==> config.mk <==
export PLATFORM = sky130hd
export DESIGN_NAME = dec2421_display_ctrl
export DESIGN_NICKNAME = d
export VERILOG_FILES = /design/src/rtl/dec2421_display_ctrl.sv
export SDC_FILE = /design/constraint.sdc
export NUM_CORES = 1
export LEC_CHECK = 0
export ABC_AREA = 1
export ABC_CLOCK_PERIOD_IN_PS = 1200
export CAP_MARGIN = 20
export CORE_MARGIN = 1.5
export CORE_UTILIZATION = 47
export DETAILED_ROUTE_END_ITERATION = 7
export GPL_TIMING_DRIVEN = 0
export HOLD_SLACK_MARGIN = 0.03
export MAX_ROUTING_LAYER = met4
export PLACE_DENSITY_LB_ADDON = 0.05
export SETUP_SLACK_MARGIN = 0.15
export SYNTH_ARGS = -nofsm -noshare
export SYNTH_HDL_FRONTEND = slang
export SYNTH_SLANG_ARGS = --single-unit
==> constraint.sdc <==
create_clock -name clk -period 1.2 [get_ports clk]
set_input_delay 0.12 -clock clk [delete_from_list [all_inputs] [get_ports clk]]
set_output_delay 0.12 -clock clk [all_outputs]
set_load 0.05 [all_outputs]
==> src/rtl/dec2421_display_ctrl.sv <==
// -----------------------------------------------------------------------------
// dec2421_display_ctrl
// Consumer of a 2421-code decade counter. Registers the incoming 2421 digit and
// carry, converts the digit to BCD, keeps a tens digit advanced on carry rising
// edges (0..99 total), drives a 2-digit multiplexed active-low 7-segment
// display and flags codes that are not valid 2421.
//
// Optional feature: define DEC2421_LZB_EN for leading-zero blanking of the
// tens digit (tens slot dark while tens_bcd == 0).
//
// Parameters
//   SCAN_DIV  clk cycles per digit scan slot (>= 2)
// Ports
//   clk       in   system clock, rising edge
//   rst       in   asynchronous active-low reset
//   code_in   in   [3:0] 2421 digit from upstream counter
//   carry_in  in   upstream carry
//   clr       in   synchronous clear of both digits (scan unaffected)
//   ones_bcd  out  [3:0] BCD of last valid code
//   tens_bcd  out  [3:0] BCD tens digit
//   tens_ovf  out  one-cycle pulse on tens wrap 9->0
//   err       out  registered code is not valid 2421
//   seg       out  [6:0] {g,f,e,d,c,b,a}, active-low
//   an        out  [1:0] digit enables, active-low; an[0]=ones, an[1]=tens
// -----------------------------------------------------------------------------
module dec2421_display_ctrl #(
    parameter int unsigned SCAN_DIV = 16
) (
    input  logic       clk,
    input  logic       rst,
    input  logic [3:0] code_in,
    input  logic       carry_in,
    input  logic       clr,
    output logic [3:0] ones_bcd,
    output logic [3:0] tens_bcd,
    output logic       tens_ovf,
    output logic       err,
    output logic [6:0] seg,
    output logic [1:0] an
);

    localparam int unsigned CNT_W = $clog2(SCAN_DIV);
    localparam logic [CNT_W-1:0] CNT_MAX = CNT_W'(SCAN_DIV - 1);
    localparam logic [6:0] SEG_OFF = 7'h7F;
    localparam logic [6:0] SEG_E   = 7'b0000110;

    // {valid, bcd} for a 2421 code
    function automatic logic [4:0] decode2421(input logic [3:0] c);
        logic [4:0] r;
        case (c)
            4'b0000: r = {1'b1, 4'd0};
            4'b0001: r = {1'b1, 4'd1};
            4'b0010: r = {1'b1, 4'd2};
            4'b0011: r = {1'b1, 4'd3};
            4'b0100: r = {1'b1, 4'd4};
            4'b1011: r = {1'b1, 4'd5};
            4'b1100: r = {1'b1, 4'd6};
            4'b1101: r = {1'b1, 4'd7};
            4'b1110: r = {1'b1, 4'd8};
            4'b1111: r = {1'b1, 4'd9};
            default: r = {1'b0, 4'd0};
        endcase
        return r;
    endfunction

    // Active-low segment font for a BCD digit
    function automatic logic [6:0] font(input logic [3:0] d);
        logic [6:0] s;
        case (d)
            4'd0:    s = 7'b1000000;
            4'd1:    s = 7'b1111001;
            4'd2:    s = 7'b0100100;
            4'd3:    s = 7'b0110000;
            4'd4:    s = 7'b0011001;
            4'd5:    s = 7'b0010010;
            4'd6:    s = 7'b0000010;
            4'd7:    s = 7'b1111000;
            4'd8:    s = 7'b0000000;
            4'd9:    s = 7'b0010000;
            default: s = SEG_OFF;
        endcase
        return s;
    endfunction

    logic [3:0]       code_q;
    logic             carry_q;
    logic             armed_q;
    logic [3:0]       ones_q, ones_d;
    logic [3:0]       tens_q, tens_d;
    logic             ovf_q, ovf_d;
    logic             err_q, err_d;
    logic [CNT_W-1:0] cnt_q, cnt_d;
    logic             sel_q, sel_d;
    logic [6:0]       seg_q, seg_d;
    logic [1:0]       an_q, an_d;

    logic [4:0]       dec;
    logic             carry_rise;

    // Next-state: digit pipeline, tens counter, scan and display
    always_comb begin
        ones_d = ones_q;
        tens_d = tens_q;
        ovf_d  = 1'b0;
        err_d  = err_q;
        cnt_d  = cnt_q + CNT_W'(1);
        sel_d  = sel_q;
        an_d   = 2'b10;
        seg_d  = SEG_OFF;

        dec = decode2421(code_q);
        // armed_q keeps a carry held high across reset release from counting
        carry_rise = carry_in & ~carry_q & armed_q;

        if (dec[4]) begin
            ones_d = dec[3:0];
            err_d  = 1'b0;
        end else begin
            err_d  = 1'b1;
        end

        if (carry_rise) begin
            if (tens_q == 4'd9) begin
                tens_d = 4'd0;
                ovf_d  = 1'b1;
            end else begin
                tens_d = tens_q + 4'd1;
            end
        end

        if (clr) begin
            ones_d = 4'd0;
            tens_d = 4'd0;
            err_d  = 1'b0;
            ovf_d  = 1'b0;
        end

        if (cnt_q == CNT_MAX) begin
            cnt_d = '0;
            sel_d = ~sel_q;
        end

        if (!sel_q) begin
            an_d  = 2'b10;
            seg_d = err_q ? SEG_E : font(ones_q);
        end else begin
            an_d  = 2'b01;
            seg_d = font(tens_q);
`ifdef DEC2421_LZB_EN
            if (tens_q == 4'd0) begin
                an_d  = 2'b11;
                seg_d = SEG_OFF;
            end
`endif
        end
    end

    // State registers
    always_ff @(posedge clk or negedge rst) begin
        if (!rst) begin
            code_q  <= 4'd0;
            carry_q <= 1'b0;
            armed_q <= 1'b0;
            ones_q  <= 4'd0;
            tens_q  <= 4'd0;
            ovf_q   <= 1'b0;
            err_q   <= 1'b0;
            cnt_q   <= '0;
            sel_q   <= 1'b0;
            seg_q   <= SEG_OFF;
            an_q    <= 2'b11;
        end else begin
            code_q  <= code_in;
            carry_q <= carry_in;
            armed_q <= 1'b1;
            ones_q  <= ones_d;
            tens_q  <= tens_d;
            ovf_q   <= ovf_d;
            err_q   <= err_d;
            cnt_q   <= cnt_d;
            sel_q   <= sel_d;
            seg_q   <= seg_d;
            an_q    <= an_d;
        end
    end

    assign ones_bcd = ones_q;
    assign tens_bcd = tens_q;
    assign tens_ovf = ovf_q;
    assign err      = err_q;
    assign seg      = seg_q;
    assign an       = an_q;

endmodule
==> results of run 1 <==
[worst max-delay path, stage by stage, from the launching register on]
cell,delay [ns]
dfrtp_4,0.55
buf_4,0.17
o21ai_4,0.21
nand3_1,0.13
nand2_1,0.08
nand2_1,0.06
[routing by layer]
| metal | vias to the layer above | track usage | routed length (µm) |
|---|---|---|---|
| met1 | 610 | 0.216 | 1360 |
| met5 | - | - | 0 |
| li1 | 682 | - | - |
| met3 | 5 | 0.0735 | 166 |
| met2 | 35 | 0.377 | 1900 |
| met4 | 0 | 0.0699 | 33 |
[cell usage in the layout, fill, tap and decap left out, types with 4 or more instances in the layout]
master / Yosys / final
inv_2: 3 / 7
clkbuf_4: 0 / 5
buf_4: 0 / 12
nand3_2: 0 / 4
inv_1: 20 / 14
clkdlybuf4s50_1: 0 / 7
buf_8: 0 / 16
nand3_1: 30 / 26
nor2_1: 5 / 5
dfrtp_1: 21 / 11
buf_6: 2 / 5
dfstp_2: 9 / 9
o21ai_0: 5 / 4
dfrtp_2: 0 / 8
ha_1: 12 / 8
nand2_2: 2 / 7
nand2_1: 58 / 52
nand4_1: 4 / 4
[sequential cells by signal, summed over array words and instances, names as in the netlist]
signal / flops
ones_bcd: 4
cnt_q: 4
seg: 7
armed_q: 1
err: 1
code_q: 4
tens_bcd: 4
carry_q: 1
an: 2
tens_ovf: 1
sel_q: 1
[through the flow]
step	std cells	instance area, µm²	total power [µW]	util	hold slack (ns)
global placement	257	1990	1410	0.630	0.385
global route	278	2280	2140	0.725	0.216
detailed placement	258	2010	1440	0.638	0.416
finish	278	2280	2040	0.725	0.222
floorplan	187	1670	1310	-	-0.176
CTS	274	2220	2050	0.704	0.211
[final cells by class]
| cell class | instances | area [µm²] | area share |
|---|---|---|---|
| Timing Repair Buffer | 39 | 462 | 0.202 |
| Buffer | 2 | 22.5 | 0.00986 |
| Tap cell | 44 | 55.1 | 0.0241 |
| Clock buffer | 8 | 48.8 | 0.0214 |
| Inverter | 25 | 105 | 0.0460 |
| Sequential cell | 30 | 779 | 0.341 |
| Multi-Input combinational cell | 130 | 812 | 0.355 |
[kinds of logic (layout without fill, tap and decap cells)]
kind of cell               Yosys count  in the layout  share of synthesized area
AOI/OAI and AO/OA                    8              8                     0.0289
xor gates and xnor gates             2              2                     0.0110
adders and majority gates           12             12                     0.0939
buffers and inverters               27             74                     0.0751
DFF                                 30             30                      0.477
other                                1              1                    0.00235
and+or+nand+nor                    107            107                      0.312
[where the power goes]
part / leakage (µW) / total (µW) / switching [µW] / internal (µW)
Clock: 0.0000265 / 556 / 323 / 233
Combinational: 0.000745 / 387 / 223 / 164
Sequential: 0.000344 / 1100 / 42.3 / 1050
[path summary, 6_finish.rpt]
check | to | slack (ns) | depth (start not counted)
setup / recovery | seg[5] | -0.06 | 5
hold / removal | tens_bcd[0] | 0.22 | 1
setup reg to reg | seg[5] | -0.06 | 5
hold reg to reg | an[0] | 0.44 | 0
max in group asynchronous | seg[1] | 0.36 | 2
min in group clk | code_q[3] | 0.22 | 1
[what timing repair did]
action                     4_1_cts  5_1_grt
setup endpoints to repair       31       35
gates resized for setup        154       11
setup buffers                    8        4
pin swaps                        8        3
==> impl_metrics.csv, run 1 <==
group,metric,value,unit
cts,clockBufferDepth,2,
drt,vias,1332,
floorplanning,fp.coreArea,3150,µm²
cts,cts_tree,"done",
drt,route.detailed.drc,0,
timing,fin_crit,1.26,ns
timing,slew_headroom,0.512,
finish,nets,253,
synthesis,synthDistinctLibCells,24,
timing,post-route-period-util,1.05,
critical_path,critPathLaunchType,"register",
critical_path,crit_required,1.46,ns
timing,tns,-0.142,ns
grt,grt-ovfl-total,0,
drt,routed_via_density,4.79,
synthesis,ys_seq_area_frac,0.477,
drt,wl_per_cell,12.4,µm
synthesis,async_flop_share,1.00,
cts,hold_buffers,0,
synthesis,synth_seq_cells,30,
power_and_ir_drop,power_density,892,nW/µm²
synthesis,yosysTopAreaCellShare,0.329,
place,place_congestion,0.872,
place,io_buffers,26,
synthesis,synthCells,187,
power_and_ir_drop,p_leak,0.00112,µW
critical_path,arrival,1.52,ns
cts,cts.clk_slew.worst_paths,0.09,ns
synthesis,post-synth-top-count-cell,"nand2_1",
place,hpwl,2340,µm
cts,worstSkewPairLatency,0.33,ns
drt,drtIter0Drc,43,
timing,finalMaxSlewViolations,0,
synthesis,synth_area,1600,µm²
cts,clock_sinks,30,
grt,antenna_found_initial,0,
floorplanning,io_pins,27,
drt,wirelength,3460,µm
drt,drt-pass1-iter-count,4,
synthesis,syn_avg_cell_area,8.55,µm²
finish,drive_above_1_share,0.402,
timing,setup_viol,6,
critical_path,path_class,"register to register",
place,place_ws,-0.229,ns
critical_path,critPathCaptureType,"register",
run_status,violations,"setup timing",
synthesis,synth.largest_area_cell,"dfrtp_1",
timing,clock.fmax,0.796,GHz
power_and_ir_drop,peakVddDrop,0.000650,V
finish,syn2layout_area_growth,42.9,%
grt,grt_usage,0.212,
timing,finClkSkew,0.00876,ns
cts,cts_root_buf,"clkbuf_4",
timing,worst_pin_slew,0.729,ns
floorplanning,die_height,61.3,µm
timing,rsz0062_at_grt,"yes",
worst_hold_path,hold_path_class,"input port to asynchronous set/reset pin",
run,drv_cap,0,
timing,fin_ws,-0.0565,ns
grt,grt_pass1_vias,1296,
critical_path,worst-path-max-fanout,8,
grt,grt_max_degree,19,
floorplanning,dieArea,3760,µm²
floorplanning,rows,20,
synthesis,synth_area_leaders,"dfrtp_1, dfstp_2, nand2_1",
critical_path,cp-startpoint,"tens_bcd[1]",
cts,cts_buffers,5,
finish,diodes,0,
synthesis,synth_fp_nets,207,
critical_path,r2r_start,"tens_bcd[1]",
synthesis,synth-edff-count,0,
floorplanning,die_x,61.3,µm
synthesis,synth_flop_cell,"dfrtp_1",
finish,n_fill_cell,234,
grt,grt_pass1_wl,5490,µm
floorplanning,start_util,0.507,
synthesis,yosysWarnings,0,
run_status,outcome,"finished with violations",
drt,ant_nets,0,
synthesis,netlist_top_cells_count,"nand2_1, nand3_1, dfrtp_1",
cts,h-tree-depth,2,
timing,hold_viol_final,0,
(Power assumes the default switching activity.)
==> inputs of run 2 (changes only) <==
--- a/config.mk
+++ b/config.mk
@@ -12,7 +12,7 @@
 export CORE_UTILIZATION = 47
 export DETAILED_ROUTE_END_ITERATION = 7
 export GPL_TIMING_DRIVEN = 0
-export HOLD_SLACK_MARGIN = 0.03
+export HOLD_SLACK_MARGIN = 0.08
 export MAX_ROUTING_LAYER = met4
 export PLACE_DENSITY_LB_ADDON = 0.05
 export SETUP_SLACK_MARGIN = 0.15
==> results of run 2 <==
Same layout as run 1: the final DEF is identical, and so are final timing and power.
==> inputs of run 3 (changes only) <==
--- a/config.mk
+++ b/config.mk
@@ -8,7 +8,8 @@
 export ABC_AREA = 1
 export ABC_CLOCK_PERIOD_IN_PS = 1200
 export CAP_MARGIN = 20
-export CORE_MARGIN = 1.5
+export CORE_ASPECT_RATIO = 0.5
+export CORE_MARGIN = 2
 export CORE_UTILIZATION = 47
 export DETAILED_ROUTE_END_ITERATION = 7
 export GPL_TIMING_DRIVEN = 0
==> run 3 against run 2 <==
  * The flow still finishes with violations (setup timing)
  * Critical path depth up 2
  * Worst hold slack better by 0.015 ns
  * Sequential cell count is the same
==> impl_metrics.csv, run 3 (synthesis gave the netlist of run 1 again) <==
group,metric,value,unit
run_status,outcome,"finished with violations",
run_status,violations,"setup timing",
power_and_ir_drop,peakVddDrop,0.000783,V
drt,route.detailed.drc,0,
drt,ant_nets,0,
cts,clock_sinks,30,
drt,wl_per_cell,11.7,µm
grt,use_met2,0.297,
critical_path,critPathCaptureType,"register",
floorplanning,die_height,45.2,µm
finish,diodes,0,
cts,cts_tree,"done",
finish,n_fill_cell,246,
place,io_buffers,26,
power_and_ir_drop,p_sw_frac,0.279,
finish,largest_reg_flops,7,
timing,fin_crit,1.23,ns
place,hpwl,2270,µm
timing,clock.fmax,0.814,GHz
timing,fin_ws,-0.0286,ns
critical_path,path_class,"register to register",
drt,drtIter0Drc,29,
grt,met3_usage,0.0548,
power_and_ir_drop,power_frac_seq,0.494,
grt,top_usage_layer,"met2",
timing,setup_viol,5,
floorplanning,fp.coreArea,3120,µm²
cts,cts.clk_slew.worst_paths,0.06,ns
floorplanning,start_util,0.513,
floorplanning,io_pins,27,
timing,slew_headroom,0.572,
finish,syn2layout_area_growth,38.3,%
drt,wirelength,3130,µm
grt,grt_usage,0.186,
cts,clockBufferDepth,2,
cts,worstSkewPairLatency,0.28,ns
drt,routed_via_density,4.90,
critical_path,worst-path-max-fanout,5,
finish,drive_above_1_share,0.392,
run,drv_cap,0,
power_and_ir_drop,p_clk_frac,0.344,
critical_path,critPathLaunchType,"register",
drt,drt-pass1-iter-count,4,
critical_path,r2r_start,"tens_bcd[0]",
timing,post-route-period-util,1.02,
critical_path,regToRegSetupSlack,-0.03,ns
place,place_area,2010,µm²
critical_path,r2r-end,"seg[4]",
critical_path,crit_required,1.41,ns
critical_path,arrival,1.44,ns
power_and_ir_drop,internal_power,1600,µW
worst_hold_path,hold_path_class,"input port to asynchronous set/reset pin",
cts,cts_root_buf,"clkbuf_8",
power_and_ir_drop,p_leak,0.00110,µW
grt,grt_max_degree,19,
power_and_ir_drop,p_total,2210,µW
critical_path,reg2reg_depth,7,
grt,grt_pass1_wl,5230,µm
finish,mostFrequentLayoutCell,"nand2_1",
critical_path,cp-startpoint,"tens_bcd[0]",
place,place_congestion,0.762,
floorplanning,die_x,86.5,µm
grt,antenna_found_initial,0,
timing,finClkSkew,0.00612,ns
cts,cts_buffers,5,
timing,finalMaxSlewViolations,0,
critical_path,endpoint,"seg[4]",
floorplanning,dieArea,3910,µm²
grt,grt_pass1_vias,1207,
finish,nets,246,
grt,grt_use_met1,0.226,
power_and_ir_drop,pwr-share-comb,0.162,
grt,grt-ovfl-total,0,
power_and_ir_drop,power_density,1000,nW/µm²
timing,hold_viol_final,0,
timing,worst_pin_slew,0.640,ns
floorplanning,rows,14,
power_and_ir_drop,switchingPower,617,µW
finish,final_cell_mix,"nand2_1, nand3_1, inv_1",
finish,post-route-cell-area,2210,µm²
drt,vias,1309,
cts,h-tree-depth,2,
timing,rsz0062_at_grt,"yes",
timing,hold_ws,0.237,ns
[run 3: through the flow]
step | util | instances | TNS (ns) | setup slack (ns)
2_1_floorplan | - | 187 | -0.223 | -0.0599
3_3_place_gp | 0.635 | 253 | -16.57 | -0.655
3_5_place_dp | 0.644 | 254 | -3.47 | -0.234
4_1_cts | 0.695 | 265 | -0.0661 | -0.0165
5_1_grt | 0.709 | 267 | -0.643 | -0.0923
6_report | 0.709 | 267 | -0.0723 | -0.0286
[run 3: how the worst min path moves through the flow]
stage | start | slack [ns] | cells past startpoint | end
6_report | rst | 0.24 | 1 | code_q[1]
5_1_grt | rst | 0.28 | 1 | code_q[1]
4_1_cts | rst | 0.25 | 1 | code_q[1]
3_5_place_dp | sel_q | 0.39 | 0 | an[0]
3_3_place_gp | sel_q | 0.38 | 0 | an[0]
2_1_floorplan | rst | -0.18 | 0 | armed_q
[run 3: critical path: stages, from the launching register on]
cell and delay, ns:
dfrtp_4 0.53, inv_4 0.10, ha_2 0.18, nand2_1 0.05, o21ai_1 0.07, nand2_1 0.09, nand3_2 0.08, nand2_1 0.06
[run 3: cell type report]
type | count | area (µm²) | share of cell area
Buffer | 2 | 22.5 | 0.0102
Clock buffer | 6 | 72.6 | 0.0328
Clock inverter | 2 | 10.0 | 0.00453
Inverter | 25 | 105 | 0.0475
Multi-Input combinational cell | 130 | 820 | 0.371
Sequential cell | 30 | 778 | 0.352
Tap cell | 40 | 50.0 | 0.0226
Timing Repair Buffer | 32 | 353 | 0.160
[run 3: power groups by stage]
stage               combinational [µW]  sequential, µW  clock (µW)
finish                             360            1090         761
global route                       394            1100         838
CTS                                351            1090         795
detailed placement                 327            1110           0
global placement                   309            1110           0
floorplan                          125            1180           0
[run 3: metal layers]
metal  vias up  wire length [µm]  share of wire
met5         -                 0              0
met2        15              1540           0.49
li1        671                 -              -
met1       618              1450           0.46
met4         0                40          0.013
met3         5               105          0.034
[run 3: repair_timing]
item,CTS,global route
buffers inserted,3,2
endpoints found under the setup margin,31,31
gates resized for setup,141,9
cloned,0,0
hold buffers,0,0
pin swaps,9,5
endpoints found under the hold margin,0,0
